===== src/rtl/edge_memory_node_pkg.sv =====
// Shared defaults and helpers for the stochastic-decoder equality node with edge memory.
package edge_memory_node_pkg;

  localparam int EM_S_DEFAULT  = 8;
  localparam int SEL_W_DEFAULT = 3;

  // Number of addressable slots for a select bus of the given width.
  function automatic int sel_span(input int ns);
    return 1 << ns;
  endfunction

endpackage


===== src/rtl/edge_memory_node_sel_mux.sv =====
// Generic binary-select mux: out = in_bits[sel], or 0 when sel addresses past NR inputs.
module edge_memory_node_sel_mux
  import edge_memory_node_pkg::*;
#(
  parameter int NR = 2,
  parameter int NS = 1
) (
  input  logic [NR-1:0] in_bits,
  input  logic [NS-1:0] sel,
  output logic          out
);

  localparam int SPAN = sel_span(NS);

  // Pad the input vector out to the full select range so unused codes read 0
  // without a range comparison.
  logic [SPAN-1:0] padded;

  genvar gi;
  generate
    for (gi = 0; gi < SPAN; gi++) begin : g_pad
      if (gi < NR) begin : g_live
        assign padded[gi] = in_bits[gi];
      end else begin : g_zero
        assign padded[gi] = 1'b0;
      end
    end
  endgenerate

  assign out = padded[sel];

endmodule


===== src/rtl/edge_memory_node.sv =====
// Degree-3 equality node with an edge memory of recent regenerative bits; hold states
// replay a randomly addressed EM bit.
module edge_memory_node
  import edge_memory_node_pkg::*;
#(
  parameter int EM_S  = EM_S_DEFAULT,
  parameter int SEL_W = SEL_W_DEFAULT
) (
  input  logic             CLK,
  input  logic             RST,
  input  logic             INIT,
  input  logic             c,
  input  logic [1:0]       R,
  input  logic [SEL_W-1:0] EM_SEL,
  output logic             Q,
  output logic             EM_FLAG
);

  logic [EM_S-1:0] mem_reg;
  logic            temp_a;
  logic            temp_b;
  logic            u;
  logic            upd;
  logic            em_in;
  logic            em_out;
  logic            q_next;

  assign temp_a = R[0] & R[1] & c;
  assign temp_b = ~R[0] & ~R[1] & ~c;
  assign u      = temp_a | temp_b;
  assign upd    = INIT | u;

  edge_memory_node_sel_mux #(.NR(2), .NS(1)) u_in_mux (
    .in_bits ({c, temp_a}),
    .sel     (INIT),
    .out     (em_in)
  );

  // Read uses the pre-edge contents, so a same-cycle write never bypasses here.
  edge_memory_node_sel_mux #(.NR(EM_S), .NS(SEL_W)) u_read_mux (
    .in_bits (mem_reg),
    .sel     (EM_SEL),
    .out     (em_out)
  );

  edge_memory_node_sel_mux #(.NR(2), .NS(1)) u_out_mux (
    .in_bits ({em_in, em_out}),
    .sel     (upd),
    .out     (q_next)
  );

  // mem_reg[0] is the newest entry; the oldest falls off the top on each update.
  always_ff @(posedge CLK) begin
    if (RST) begin
      mem_reg <= '0;
      Q       <= 1'b0;
      EM_FLAG <= 1'b0;
    end else begin
      Q <= q_next;
      if (upd) begin
        mem_reg <= {mem_reg[EM_S-2:0], em_in};
        EM_FLAG <= ~EM_FLAG;
      end
    end
  end

endmodule


===== config.mk =====
export PLATFORM = sky130hd
export DESIGN_NAME = edge_memory_node
export DESIGN_NICKNAME = d
export VERILOG_FILES = /design/src/rtl/edge_memory_node_pkg.sv /design/src/rtl/edge_memory_node_sel_mux.sv /design/src/rtl/edge_memory_node.sv
export SDC_FILE = /design/constraint.sdc
export NUM_CORES = 1
export LEC_CHECK = 0
export CAP_MARGIN = 10
export CORE_MARGIN = 2
export CORE_UTILIZATION = 35
export DETAILED_ROUTE_END_ITERATION = 8
export GPL_TIMING_DRIVEN = 0
export PLACE_DENSITY = 0.64
export SYNTH_ARGS = -nofsm -noshare
export SYNTH_HDL_FRONTEND = slang
export SYNTH_SLANG_ARGS = --single-unit
export TNS_END_PERCENT = 20

===== constraint.sdc =====
create_clock -name CLK -period 1.2 [get_ports CLK]
set_input_delay 0.18 -clock CLK [delete_from_list [all_inputs] [get_ports CLK]]
set_output_delay 0.18 -clock CLK [all_outputs]
set_load 0.01 [all_outputs]

==> out/metrics.cfg, run 1 <==
[yosys]
synth_seq_area_share_pct=43.8
synth_area_leader_cell=dfxtp_1
yosysWarnings=0
synth_top_cell_area_share_pct=43.8
postSynthAreaPerCell_um2=9.93
syn_inst=46
ys_types=16
yosys_register_bits=10
synthTopCellsByArea=dfxtp_1 44%, mux2i_1 22%, nor2_1 8.2%
synth.cell_area_um2=457
syn_nets=55

[worst_hold_path]
hp-class=in -> reg

[placement]
hpwlAfterDp_um=613
gp_congestion=0.617
io_buffers=10
dpl_worst_slack_ns=-0.506

[power_and_ir_drop]
vdd_drop_max_mv=0.526
power.density_mw_per_mm2=1260
total_power_w=0.000759
leakagePower_nw=0.257

[sta]
final_hold_viol_count=0
rsz0062_at_grt=false
tightest_slew_ns=0.431
fin_ws_ns=0.101
fmax_ghz=0.910
fin_skew_ns=0.000256
fin_setup_tns_ns=0
setup_viol=0
holdWs_ns=0.441
finalCritPeriodShare_pct=91.6
drv_slew=0
fin_crit_ns=1.10
relSlewSlack_pct=71.3

[final_layout]
nets=70
diodes=0
layout_common_cells=10 x dfxtp_1, 10 x nor2_1, 10 x mux2i_1
synthToLayoutAreaGrowth_pct=32.3
drive_gt1_share_pct=13.3
largest_reg_flops=8
postLayoutCoreUtil_pct=48.3

[setup_path]
cp.arrival_ns=1.24
cpMaxStageDelayCell=clkdlybuf4s50_1
worstSetupStartpointType=primary input
critical_path_class=in -> reg
slowest_delay_ns=0.44
crit_chain=clkdlybuf4s50_1, a211oi_2, buf_6, mux2i_1, nor2_1
regToRegSetupSlack_ns=0.13
critPathMaxFanout=9
cp.required_ns=1.34
cp-end-kind=flip-flop

[floorplanning]
core_region_area_mm2=0.00125
die_x_um=40.1
dieArea_mm2=0.00161
ios=11
chipHeight_um=40.1
row_count=13
start_util_pct=36.5

[clock_network]
cts_buffers=3
clk_pin_slew_ns=0.06
ctsHoldBuffers=0
clock_sinks=10
root_buffer=clkbuf_4
tritoncts=built
post_cts_buffers=0
clk_latency_ns=0.26
cts_buffer_depth=2
htreeDepth=1

[global_routing]
grtUsageMet1_pct=15.5
grt_pass1_vias=340
use_met3_pct=8.33
grtUsageMet2_pct=20.6
grt_pass1_wl_mm=1.39
track_usage_pct=13.6
grt_most_used_layer=met2
grt_max_degree=11
grt_antenna_before_repair=0
grt_overflow=0

[detailed_routing]
wl_per_cell_um=10.9
vias=369
wl_um=821
dr.pass1.iters=4
drt-initial-drc-count=7
drc=0
antenna_left=0
routed_via_density=4.92

[flow_run]
drv_cap=0

[run_status]
outcome=finished, final reports clean

## Yosys cell counts
cell,n
o21ai_0,2
nand3_1,1
mux2i_1,10
dfxtp_1,10
a211oi_2,1
a21oi_1,1
o22ai_1,1
o311ai_0,1
clkbuf_1,1
nor2_1,10
buf_6,1
nand3b_1,3
xor2_1,1
and2_4,1
nor3_1,1
mux2_2,1
## layer usage
metal	wire, um	share of wire, %
met1	365	44
met2	400	49
met3	48	5.8
met4	6	0.73
met5	0	0
## cell families after synthesis
family / count (synthesis) / synth area share, %
simple gates: 16 / 17.3
mux: 11 / 24.4
flops: 10 / 43.8
compound gates: 6 / 9.31
buf+inv: 2 / 3.29
xor+xnor: 1 / 1.92
## worst max-delay path: cells and delay by family
family	cells	cell delay (ns)
muxes	1	0.20
AOI/OAI and AO/OA	1	0.18
buffers and inverters	2	0.63
and+or+nand+nor	1	0.05
## report_power, final
| part | leakage (nW) | total [W] | internal, W | switching (W) |
|---|---|---|---|---|
| Clock | 0.0210 | 0.000300 | 0.000184 | 0.000116 |
| Sequential | 0.0815 | 0.000353 | 0.000345 | 0.00000806 |
| Combinational | 0.155 | 0.000106 | 0.0000589 | 0.0000475 |
## through the flow
step,cell area [um2],cells
finish,604,75
global route,604,75
CTS,604,75
detailed placement,576,71
global placement,576,71
floorplan,457,46
## layout make-up
cell class,count,area (um2)
Clock buffer,4,36.3
Buffer,2,15.0
Fill cell,129,648
Timing Repair Buffer,10,92.6
Multi-Input combinational cell,34,241
Sequential cell,10,200
Tap cell,15,18.8
## worst paths after layout
check	from	end	cells after the start
max reg2reg	mem_reg[2]$_SDFFE_PP0P_	Q$_SDFF_PP0_	3
min reg2reg	mem_reg[0]$_SDFFE_PP0P_	mem_reg[0]$_SDFFE_PP0P_	2
max	INIT	mem_reg[7]$_SDFFE_PP0P_	5
min	c	mem_reg[0]$_SDFFE_PP0P_	3
## timing repair
action                     4_1_cts  5_1_grt
resized for setup                6        1
pin swaps                        1        0
setup endpoints to repair       11        1
(Power assumes the default switching activity.)
==> run 2, diff against run 1 <==
Settings changed: TNS_END_PERCENT 20 to unset.
==> run 2 against run 1 <==
Net effect: sequential power is essentially flat; first-iteration DRC count grew 57%; via count grew 3.3%; worst hold slack lost 0.051 ns; cell area grew 3.7%; setup slack lost 0.017 ns; power grew 1.4%; routed wire length grew 4.9%; clock skew grew 0.00074 ns; sequential share of layout area shrank 1.2 points; non-clock buffer count grew 1; highest routed layer unchanged.
==> out/metrics.cfg, run 2 (same netlist as run 1, synthesis figures left out) <==
[sta]
relSlewSlack_pct=71.0
tightest_slew_ns=0.435
fin_crit_ns=1.12
final_hold_viol_count=0
fin_ws_ns=0.0845
drv_slew=0
finalCritPeriodShare_pct=93.0
fmax_ghz=0.896
holdWs_ns=0.391
fin_skew_ns=0.000997
rsz0062_at_grt=false
setup_viol=0

[clock_network]
clk_pin_slew_ns=0.06
post_cts_buffers=0
tritoncts=built
clk_latency_ns=0.26
root_buffer=clkbuf_4
htreeDepth=1
ctsHoldBuffers=0
cts_buffers=3
clock_sinks=10
cts_buffer_depth=2

[floorplanning]
ios=11
core_region_area_mm2=0.00125
dieArea_mm2=0.00161
start_util_pct=36.5
row_count=13
die_x_um=40.1
chipHeight_um=40.1

[global_routing]
grt_max_degree=11
track_usage_pct=14.1
grt_overflow=0
grt_antenna_before_repair=0
grt_pass1_wl_mm=1.44
grt_pass1_vias=345

[power_and_ir_drop]
seqPwrFrac_pct=45.8
vdd_drop_max_mv=0.504
p_int_w=0.000594
pwr-share-comb_pct=15.2
leakagePower_nw=0.273
power.density_mw_per_mm2=1230
swShare_pct=22.8
p_switching_w=0.000176
clkPwrFrac_pct=38.9

[detailed_routing]
wl_per_cell_um=11.3
drt-initial-drc-count=11
drc=0
vias=381
wl_um=861
dr.pass1.iters=4
routed_via_density=5.01
antenna_left=0

[setup_path]
r2r_start=mem_reg[2]$_SDFFE_PP0P_
worstSetupStartpointType=primary input
critical_path_class=in -> reg
cp-end-kind=flip-flop
r2r-end=Q$_SDFF_PP0_
regToRegSetupSlack_ns=0.13
rr_worst_depth=3
critPathMaxFanout=5
cp.arrival_ns=1.26
cp.required_ns=1.34

[worst_hold_path]
min-delay-start=INIT
hp-class=in -> reg
worstHoldPathCells=4
whs_endpoint=mem_reg[0]$_SDFFE_PP0P_

[run_status]
outcome=finished, final reports clean

[placement]
io_buffers=10
hpwlAfterDp_um=613
gp_congestion=0.617
dpl_worst_slack_ns=-0.506

[final_layout]
drive_gt1_share_pct=14.8
diodes=0
synthToLayoutAreaGrowth_pct=37.3
nets=71
largest_reg_flops=8
final.fill_count=125
layout_common_cells=10 x dfxtp_1, 10 x nor2_1, 10 x mux2i_1

[flow_run]
drv_cap=0

run 2: changes by cell type in the layout (fill, tap and decap cells not counted), sizes merged:
cell,delta
dlygate4sd2,-1
clkdlybuf4s50,-1
clkdlybuf4s15,+1
buf,+1
dlymetal6s2s,+1
run 2: worst max-delay path by stage:
stage                     startpoint  depth (start not counted)                      end
after floorplan                 R[0]                          5  mem_reg[1]$_SDFFE_PP0P_
final                           R[0]                          6  mem_reg[7]$_SDFFE_PP0P_
after global routing            R[0]                          6  mem_reg[7]$_SDFFE_PP0P_
after CTS                       INIT                          5  mem_reg[2]$_SDFFE_PP0P_
after detailed placement   EM_SEL[1]                          4             Q$_SDFF_PP0_
after global placement     EM_SEL[1]                          4             Q$_SDFF_PP0_
run 2: per-layer routing:
layer  wire length, um  track usage, %  vias up
met2               427            21.4        9
li1                  -               -      192
met3                69            8.33        2
met1               358            16.2      178
met4                 6            5.17        0
met5                 0               0        -
run 2: layout make-up:
cell class | instances | area (um2) | area share (%)
Buffer | 2 | 15.0 | 2.40
Multi-Input combinational cell | 34 | 249 | 39.7
Sequential cell | 10 | 200 | 31.9
Tap cell | 15 | 18.8 | 2.99
Timing Repair Buffer | 11 | 108 | 17.2
Clock buffer | 4 | 36.3 | 5.79
run 2: repair_timing:
item                                    CTS  global route
endpoints found under the hold margin     0             0
endpoints found under the setup margin   11             6
cloned                                    1             0
pin swaps                                 1             2
resized for setup                         7             5
run 2: critical path, stage by stage:
cell           delay (ns)
dlygate4sd2_1        0.26
and2_4               0.15
a211oi_4             0.26
buf_6                0.17
mux2i_1              0.19
nor2_1               0.05
run 2: metrics by stage:
step | area (um2) | TNS [ns] | utilization (%) | instances | total power [W]
after global routing | 627 | 0 | 50.1 | 76 | 0.000812
final | 627 | 0 | 50.1 | 76 | 0.000770
after detailed placement | 576 | -3.77 | 46.0 | 71 | 0.000476
after CTS | 617 | 0 | 49.3 | 76 | 0.000774
after global placement | 576 | -3.62 | 46.0 | 71 | 0.000475
after floorplan | 457 | 0 | - | 46 | 0.000419
run 2: power by group through the flow:
stage               Clock, W  Combinational, W  Sequential (W)
floorplan                  0         0.0000563        0.000362
global placement           0          0.000115        0.000360
detailed placement         0          0.000116        0.000361
CTS                 0.000308          0.000113        0.000353
global route        0.000327          0.000130        0.000354
finish              0.000300          0.000117        0.000353
==> run 3, diff against run 2 <==
Settings changed: ABC_CLOCK_PERIOD_IN_PS set to 1200.
==> results of run 3 <==
Same layout as run 2: the final DEF is identical, and so are final timing and power.
